<file path="config.mk">
export PLATFORM = sky130hd
export DESIGN_NAME = sha1_msg_padder
export DESIGN_NICKNAME = d
export VERILOG_FILES = /design/src/rtl/sha1_pkg.sv /design/src/rtl/sha1_byte_packer.sv /design/src/rtl/sha1_msg_padder.sv
export SDC_FILE = /design/constraint.sdc
export NUM_CORES = 1
export LEC_CHECK = 0
export CORE_ASPECT_RATIO = 0.75
export CORE_UTILIZATION = 50
export DETAILED_ROUTE_END_ITERATION = 8
export MAX_ROUTING_LAYER = met4
export PLACE_DENSITY = 0.78
export SLEW_MARGIN = 20
export SYNTH_ARGS = -nofsm -noshare
export SYNTH_HDL_FRONTEND = slang
export SYNTH_SLANG_ARGS = --single-unit
</file>
<file path="constraint.sdc">
create_clock -name sys_clk -period 3.6 [get_ports sys_clk]
set_input_delay 0.72 -clock sys_clk [delete_from_list [all_inputs] [get_ports sys_clk]]
set_output_delay 0.72 -clock sys_clk [all_outputs]
set_load 0.02 [all_outputs]
</file>
<file path="src/rtl/sha1_pkg.sv">
// Shared SHA-1 padding constants, word type and padder state encoding.
package sha1_pkg;

    localparam int          SHA1_BLK_WORDS   = 16;
    localparam int          SHA1_LEN_WORD_HI = 14;
    localparam logic [31:0] SHA1_PAD_MARK    = 32'h8000_0000;

    typedef logic [31:0] sha1_word_t;

    typedef enum logic [2:0] {
        DATA,
        MARK,
        ZERO,
        LEN_HI,
        LEN_LO
    } pad_state_t;

    // Write byte b into big-endian lane 0..3 of w (lane 0 is bits 31:24).
    function automatic sha1_word_t put_byte(sha1_word_t w, logic [1:0] lane, logic [7:0] b);
        sha1_word_t r;
        r = w;
        r[{~lane, 3'b000} +: 8] = b;
        return r;
    endfunction

endpackage

</file>
<file path="src/rtl/sha1_byte_packer.sv">
// Big-endian byte-to-word packer with in-word 0x80 marker insertion and a
// one-entry output register that holds its word until downstream takes it.
module sha1_byte_packer
    import sha1_pkg::*;
(
    input  logic       clk,
    input  logic       rst,
    input  logic       beat_acc,   // beat handshake completed this cycle
    input  logic [7:0] in_data,
    input  logic       in_last,
    input  logic       in_empty,
    output logic       tail_fits,  // final beat: marker placed inside the emitted word
    output sha1_word_t pk_word,
    output logic       pk_valid,
    input  logic       pk_ready
);

    logic [1:0] byte_idx;
    sha1_word_t word_buf;

    logic       data_beat;
    logic       term;
    logic       full;
    logic       load;
    logic [2:0] fill_idx;
    sha1_word_t merged;

    // Merge the incoming byte and, on a final beat with room left, the marker.
    always_comb begin
        data_beat = beat_acc && !in_empty;
        term      = beat_acc && in_last;
        merged    = word_buf;
        if (data_beat) merged = put_byte(merged, byte_idx, in_data);
        fill_idx  = {1'b0, byte_idx} + {2'b00, data_beat};
        full      = fill_idx[2];
        // A terminator on an empty lane-0 word leaves the marker to the FSM.
        tail_fits = term && !full && (fill_idx[1:0] != 2'd0);
        if (tail_fits) merged = put_byte(merged, fill_idx[1:0], 8'h80);
        load      = full || tail_fits;
    end

    // Lane pointer, partial word and output register.
    always_ff @(posedge clk) begin
        if (rst) begin
            byte_idx <= '0;
            word_buf <= '0;
            pk_word  <= '0;
            pk_valid <= 1'b0;
        end else begin
            if (load) begin
                pk_word  <= merged;
                pk_valid <= 1'b1;
            end else if (pk_ready) begin
                pk_valid <= 1'b0;
            end
            // Lanes below the fill point stay zero so the marker needs no masking.
            if (load || term) begin
                byte_idx <= '0;
                word_buf <= '0;
            end else if (data_beat) begin
                byte_idx <= byte_idx + 2'd1;
                word_buf <= merged;
            end
        end
    end

endmodule

</file>
<file path="src/rtl/sha1_msg_padder.sv">
// Streaming SHA-1 message padder: packs bytes into words, then appends the
// marker, zero fill and 64-bit bit length, emitting 16-word blocks.
// Optional feature macro: SHA1_PAD_LEN_OVF_EN (sticky bit-length overflow flag).
module sha1_msg_padder
    import sha1_pkg::*;
#(
    parameter int WORD_W        = 32,
    parameter int LEN_W         = 64,
    parameter int WORDS_PER_BLK = 16
) (
    input  logic              sys_clk,
    input  logic              sys_rst,
    input  logic [7:0]        in_data,
    input  logic              in_valid,
    input  logic              in_last,
    input  logic              in_empty,
    output logic              in_ready,
    output logic [WORD_W-1:0] out_word,
    output logic              out_valid,
    input  logic              out_ready,
    output logic              out_blk_last,
    output logic              out_msg_last,
    output logic              len_ovf
);

    localparam int IDX_W = $clog2(WORDS_PER_BLK);
    localparam logic [IDX_W-1:0] IDX_BEFORE_LEN = IDX_W'(SHA1_LEN_WORD_HI - 1);
    localparam logic [IDX_W-1:0] IDX_BLK_LAST   = IDX_W'(WORDS_PER_BLK - 1);

    pad_state_t       state, state_nxt;
    logic [IDX_W-1:0] word_idx;
    logic [LEN_W-1:0] bit_cnt;
    logic [LEN_W-1:0] cnt_nxt;
    logic             rdy_en;
    logic             beat_acc;
    logic             data_beat;
    logic             out_fire;
    logic             tail_fits;
    logic             pk_valid;
    sha1_word_t       pk_word;
    sha1_word_t       pad_word;
    logic [63:0]      len64;

    assign len64     = 64'(bit_cnt);
    assign in_ready  = rdy_en && (state == DATA) && !(pk_valid && !out_ready);
    assign beat_acc  = in_valid && in_ready;
    assign data_beat = beat_acc && !in_empty;
    // A packed data word always drains before any padding word is shown.
    assign out_valid    = pk_valid || (state != DATA);
    assign out_fire     = out_valid && out_ready;
    assign out_word     = pk_valid ? pk_word : pad_word;
    assign out_blk_last = out_valid && (word_idx == IDX_BLK_LAST);
    assign out_msg_last = (state == LEN_LO);

    sha1_byte_packer u_packer (
        .clk       (sys_clk),
        .rst       (sys_rst),
        .beat_acc  (beat_acc),
        .in_data   (in_data),
        .in_last   (in_last),
        .in_empty  (in_empty),
        .tail_fits (tail_fits),
        .pk_word   (pk_word),
        .pk_valid  (pk_valid),
        .pk_ready  (out_ready)
    );

    // Padding word selection and next-state decode.
    always_comb begin
        state_nxt = state;
        pad_word  = '0;
        unique case (state)
            DATA: begin
                if (beat_acc && in_last) state_nxt = tail_fits ? ZERO : MARK;
            end
            MARK: begin
                pad_word = SHA1_PAD_MARK;
                if (out_fire && !pk_valid)
                    state_nxt = (word_idx == IDX_BEFORE_LEN) ? LEN_HI : ZERO;
            end
            ZERO: begin
                // Also covers the packer's marker word, which drains first.
                if (out_fire && (word_idx == IDX_BEFORE_LEN)) state_nxt = LEN_HI;
            end
            LEN_HI: begin
                pad_word = len64[63:32];
                if (out_fire) state_nxt = LEN_LO;
            end
            LEN_LO: begin
                pad_word = len64[31:0];
                if (out_fire) state_nxt = DATA;
            end
            default: state_nxt = DATA;
        endcase
    end

    // State register.
    always_ff @(posedge sys_clk) begin
        if (sys_rst) state <= DATA;
        else         state <= state_nxt;
    end

    // Word position, message bit count and post-reset ready gate.
    always_ff @(posedge sys_clk) begin
        if (sys_rst) begin
            word_idx <= '0;
            bit_cnt  <= '0;
            rdy_en   <= 1'b0;
        end else begin
            rdy_en <= 1'b1;
            if (out_fire) begin
                if (state == LEN_LO || word_idx == IDX_BLK_LAST) word_idx <= '0;
                else                                             word_idx <= word_idx + 1'b1;
            end
            if (out_fire && state == LEN_LO) bit_cnt <= '0;
            else if (data_beat)              bit_cnt <= cnt_nxt;
        end
    end

`ifdef SHA1_PAD_LEN_OVF_EN
    localparam int CW = LEN_W + 1;
    logic cnt_carry;
    logic ovf_q;

    assign {cnt_carry, cnt_nxt} = {1'b0, bit_cnt} + CW'(8);
    assign len_ovf = ovf_q;

    // Sticky overflow, held through the length words of the same message.
    always_ff @(posedge sys_clk) begin
        if (sys_rst)                          ovf_q <= 1'b0;
        else if (out_fire && state == LEN_LO) ovf_q <= 1'b0;
        else if (data_beat && cnt_carry)      ovf_q <= 1'b1;
    end
`else
    assign cnt_nxt = bit_cnt + LEN_W'(8);
    assign len_ovf = 1'b0;
`endif

endmodule

</file>
After elaboration in Yosys (flattened, before gate mapping) --
Cells that the tools add are included.
Storage, ports and cells: output and inout port bits 37, input bits 14, ROM bits 0, logic and storage cells 78, memories kept 0, register bits after elaboration 139, memory bits (writable) 0, latch bits 0
Operators by class: equal/unequal tests 11, multiplexer cells 18, $mul 0, $lt $le $gt $ge 0, bitwise gates (word level) 2, divide/modulo/power cells 0, add/subtract/negate cells 6, reductions and logical operators 29, shift-type cells 4
Operators with widths (number):
- $mux W32 | 3
- $pmux W32 S3 | 1
- $add A64 B4 Y64 const B | 1
- $bwmux W32 | 2
- $shift A8 B7 Y32 const A | 2
- $shiftx A8 B7 Y32 | 1
- $shiftx A8 B7 Y32 const A | 1
- $mux W3 | 5
- $pmux W3 S5 | 1
- $neg A5 Y7 | 2
- $logic_and A1 B1 Y1 | 13
- $eq A4 B4 Y1 const B | 2
- $eq A3 B2 Y1 const B | 2
- $ne A2 B2 Y1 const B | 3
- $logic_not A1 Y1 | 5
- $reduce_and A5 Y1 | 1
- $add A4 B1 Y4 const B | 1
- $logic_or A1 B1 Y1 | 4
- $mux W1 | 4
- $mux W4 | 1
- $ne A2 B1 Y1 const B | 2
- $not A2 Y2 | 2
- $reduce_bool A2 Y1 | 2
- $reduce_or A2 Y1 | 2
- 7 further kinds | 7

Depth between registers and ports, before layout --
depth in word-level cells 13, gate-level depth with buffers 13, depth with buffers taken out 10

Cells and area by module --
From an unflattened synthesis, not the netlist that was laid out.
Second synthesis, totals: cell total of the unflattened synthesis 833, area, all modules 6826.5 um2
By module, submodules not included:
- sha1_msg_padder | cells an instance 543, sequential area each 1381.3 um2, area an instance 4088.9 um2, instances 1
- sha1_byte_packer | cells an instance 290, sequential area each 1341.3 um2, area an instance 2737.6 um2, instances 1

Worst setup path after synthesis --
No wires, ideal clock.
kind input -> register, start input port out_ready, end register u_packer.word_buf[10], cell stages on the path 13, required time 3.472 ns, slack 0.228 ns, data arrival time 3.244 ns, library setup time 0.128 ns, buffers on the path 3, cells stage by stage buf_2 > nand2b_1 > buf_2 > nand3_1 > clkinv_1 > buf_2 > ha_1 > ha_1 > or3b_2 > nor4_1 > nor3_2 > a22oi_1 > nor2_1
On the way: cells in the longest elaborated chain, start to end 13, elaborated cells between the ends (all ways) 22, those cells by class add/sub (2); shift (2); mux (3); bitwise (1); reduce/logical (14)
RTL lines:
- from (decl) | RTL line sha1_msg_padder.sv:20 | input logic out_ready,
- $logic_not A1 Y1 (*) | RTL line sha1_msg_padder.sv:45 | assign in_ready = rdy_en && (state == DATA) && !(pk_valid && !out_ready);
- $logic_and A1 B1 Y1 (*) | RTL line sha1_msg_padder.sv:45
- $logic_not A1 Y1 (*) | RTL line sha1_msg_padder.sv:45
- $logic_and A1 B1 Y1 (*) | RTL line sha1_msg_padder.sv:45
- $logic_and A1 B1 Y1 (*) | RTL line sha1_msg_padder.sv:46 | assign beat_acc = in_valid && in_ready;
- parallel branches: the longest is 8 deep, another holds $neg A5 Y7
- to (signal assigned) | RTL line sha1_byte_packer.sv:62 | word_buf <= merged;
- to (decl) | RTL line sha1_byte_packer.sv:19 | sha1_word_t word_buf;
Mark *: on every way between the ends. A chain may end at the register's enable or synchronous reset.

Final worst setup path --
start register state[2], end output port out_word[17]
On the way: cells in the longest elaborated chain, start to end 3, elaborated cells between the ends (all ways) 5, those cells by class eq/ne (3); mux (2)
RTL lines:
- from (decl) | RTL line sha1_msg_padder.sv:30 | pad_state_t state, state_nxt;
- from (signal assigned) | RTL line sha1_msg_padder.sv:100 | else state <= state_nxt;
- $eq A3 B3 Y1, or another cell as far along | RTL line sha1_msg_padder.sv:72 | unique case (state)
- $pmux W32 S3 (*) | RTL line sha1_msg_padder.sv:72
- $mux W32 (*) | RTL line sha1_msg_padder.sv:51 | assign out_word = pk_valid ? pk_word : pad_word;
- to (decl) | RTL line sha1_msg_padder.sv:18 | output logic [WORD_W-1:0] out_word,
Mark *: on every way between the ends. The rest lies on a longest branch, timed or not.

==> metrics.yaml <==
synthesis:
  synth_edf_count: 0
  ys_warn_count: 0
  mappedNetlistNets: 868
  synth-seq-cells: 136
  synth-main-ff-cell: "dfxtp_1"
  synthDistinctLibCells: 55
  synthTopCellsByArea: "dfxtp_1 (39%), a22oi_1 (7.6%), nor2_1 (4.7%), o21ai_0 (4.4%), nand2_1 (4.3%)"
  netlist.area_leader.share_pct: 39.41
  synth_area_leader_cell: "dfxtp_1"
  syn_avg_cell_area_um2: 8.186
  synthCells: 844
  netlist_area_mm2: 0.006909
  async_flop_share_pct: 0
  ys_seq_area_share_pct: 39.41
min_path:
  hold_depth: 1
  worstHoldStart: "u_packer.pk_word[8]"
  hold_end: "u_packer.pk_word[8]"
  hp-class: "flop to flop"
drt:
  drtIter0Drc: 988
  wl_per_cell_um: 19.22
  first_pass_iters: 8
  wl_um: 20660
  via_per_inst: 6.438
  ant_nets: 0
  vias: 6921
  drc: 0
floorplanning:
  initial_core_util_pct: 52.17
  floorplan.rows: 36
  die_h_um: 103.8
  die_w_um: 137.7
  core_mm2: 0.01324
  die_area_mm2: 0.01430
  io_pins: 51
placed_design:
  hpwl_um: 14660
  gp_congestion: 0.9510
  place.port_buffers: 49
  placedCellCount: 1043
clock_tree:
  cts_tree: "yes"
  cts_max_level: 4
  cts.path.max_buffers: 2
  clk-insertion-delay-late_ns: 0.43
  cts-root-buf: "clkbuf_16"
  postCtsHoldBufs: 0
  clk_pin_slew_ns: 0.06
  cts_num_sinks: 136
  cts_buffers: 17
cells_and_area:
  nets: 915
  stdcell_count: 1075
  fillers: 1158
  layout-drive-gt1-share_pct: 9.735
  mostFrequentLayoutCells: "dfxtp_1 (136), nor2_1 (85), nand2_1 (79), a22oi_1 (70), o21ai_0 (58)"
  area_growth_pct: 19.40
  diodes: 0
  layout.cells.most_common: "dfxtp_1"
worst_setup_path:
  crit_buf_inv: 2
  ff2ff_path_depth: 10
  crit_type: "flop to output pin"
  crit_chain: "nor2b_1 > and2_1 > buf_4 > a22oi_1 > o21ai_0 > clkdlybuf4s50_1"
  path_max_fanout: 20
  cp_slowest_stage_delay_ns: 0.69
  cp.arrival_ns: 2.80
  crit_family: "buffers and inverters"
  r2r_slack_ns: 0.59
  worstPathRequired_ns: 2.88
  worst_setup_path_end_kind: "output pin"
  reg2reg_to: "u_packer.word_buf[8]"
  reg2reg_from: "u_packer.pk_valid"
  critPathLaunchType: "flop"
  critPathSlowestCell: "clkdlybuf4s50_1"
sta:
  fin_skew_ns: 0.009374
  rsz0062_at_grt: "no"
  worst_pin_slew_ns: 0.8976
  finalSetupViolations: 0
  period_minus_slack_ns: 3.523
  relSlewSlack_pct: 39.60
  hold_viol_final: 0
  max_freq_mhz: 283.8
  fin_tns_setup_ns: 0
  post-route-period-util_pct: 97.87
  maxSlewViolCount: 0
flow_run:
  cap_violations: 0
global_routing:
  grt_pass1_wl_um: 32510
  grt_pass1_vias: 6250
  grtUsageTotal_pct: 30.33
  grt_max_degree: 28
  grt-ovfl-total: 0
  antenna_found_initial: 0
power_and_ir_drop:
  p_per_area_mw_per_mm2: 423.8
  leakagePower_nw: 2.643
  ir_worst_vdd_mv: 0.3447
run_status:
  status: "finished clean"
[area by class of cell]
cell class              instances  area [um2]  share of cell area, %
repair buffers                 78       720.7                  8.737
well taps                     171       214.0                  2.594
clock buffers                  18       439.2                  5.324
flip-flops and latches        136        2723                  33.00
multi-input cells             645        3940                  47.76
clock inverters                14       163.9                  1.987
inverters                      13       48.80                 0.5915
[stage by stage]
step / util (%) / hold WS (ns) / setup slack (ns) / area, um2 / total power [mW]
floorplan: - / 0.4322 / 0.2284 / 6909 / 1.657
global placement: 57.70 / 0.4460 / 0.1737 / 7641 / 1.728
detailed placement: 57.70 / 0.4465 / 0.1038 / 7641 / 1.731
CTS: 62.25 / 0.4648 / 0.04937 / 8244 / 3.499
global route: 62.29 / 0.4785 / 0.05794 / 8249 / 3.587
finish: 62.29 / 0.4600 / 0.07670 / 8249 / 3.496
[metal layers]
metal | share of wire [%] | vias to the layer above | GRT usage [%] | routed length, um
met2 | 42 | 387 | 41.06 | 8701
met1 | 46 | 3269 | 44.87 | 9436
met5 | 0 | - | - | 0
li1 | - | 3230 | - | -
met4 | 1.5 | 0 | 8.696 | 312
met3 | 11 | 35 | 6.118 | 2214
[synthesized netlist by cell type, types with 3 or more instances]
cell type  count
nand3_1       32
mux2i_1        4
o21ai_0       61
nand4_2        4
ha_1          10
nor2b_1       11
xor2_1        12
o2bb2ai_1     22
nand3_2        3
and3_1        10
or2_2          3
or4_1         18
or3_1         17
nor2_1        86
nand4_1       25
nand4b_1       3
a31oi_1        8
nand2_1       80
dfxtp_1      136
clkbuf_1      34
o31ai_1       16
inv_1         11
nand2b_1       6
buf_2         13
and2_1         9
a22oi_1       70
a211oi_1       3
a21o_1         4
xnor2_1       15
a21oi_1       53
nor3_1        20
nor3_2         3
and4_1         7
nor4_1         8
[registers in the layout, summed over array words and instances (netlist names)]
name               cells
u_packer.pk_valid      1
rdy_en                 1
u_packer.pk_word      32
bit_cnt               61
state                  3
u_packer.word_buf     32
u_packer.byte_idx      2
word_idx               4
[cell families after synthesis]
| family | synth area share (%) |
|---|---|
| AO/OA/AOI/OAI | 23.05 |
| other | 0.05428 |
| adder cells (fa/ha/maj) | 1.811 |
| buffers and inverters | 3.712 |
| XOR/XNOR | 3.423 |
| AND/OR/NAND/NOR | 27.96 |
| flip-flops | 39.41 |
| multiplexers | 0.5795 |
[how the worst max path moves through the flow]
stage                          from                     to  depth (start not counted)
after detailed placement  out_ready  u_packer.word_buf[11]                         11
after floorplan           out_ready  u_packer.word_buf[10]                         13
after global placement    out_ready   u_packer.word_buf[9]                         11
final                      state[2]           out_word[17]                          6
after global routing       state[2]           out_word[14]                          6
after CTS                  state[1]           out_word[19]                          6
[power by group]
group          leakage, nW  switching (mW)  internal, mW
sequential            1.10          0.0104          1.52
combinational         1.26           0.120        0.0580
clock                0.291           0.735          1.06
total                 2.64           0.866          2.63
[repair_timing]
item | 4_1_cts | 5_1_grt
endpoints found under the setup margin | 0 | 6
gates resized for setup | 0 | 4
endpoints found under the hold margin | 0 | 0
setup buffers | 0 | 0
No activity file was read; power rests on OpenSTA's default activity.
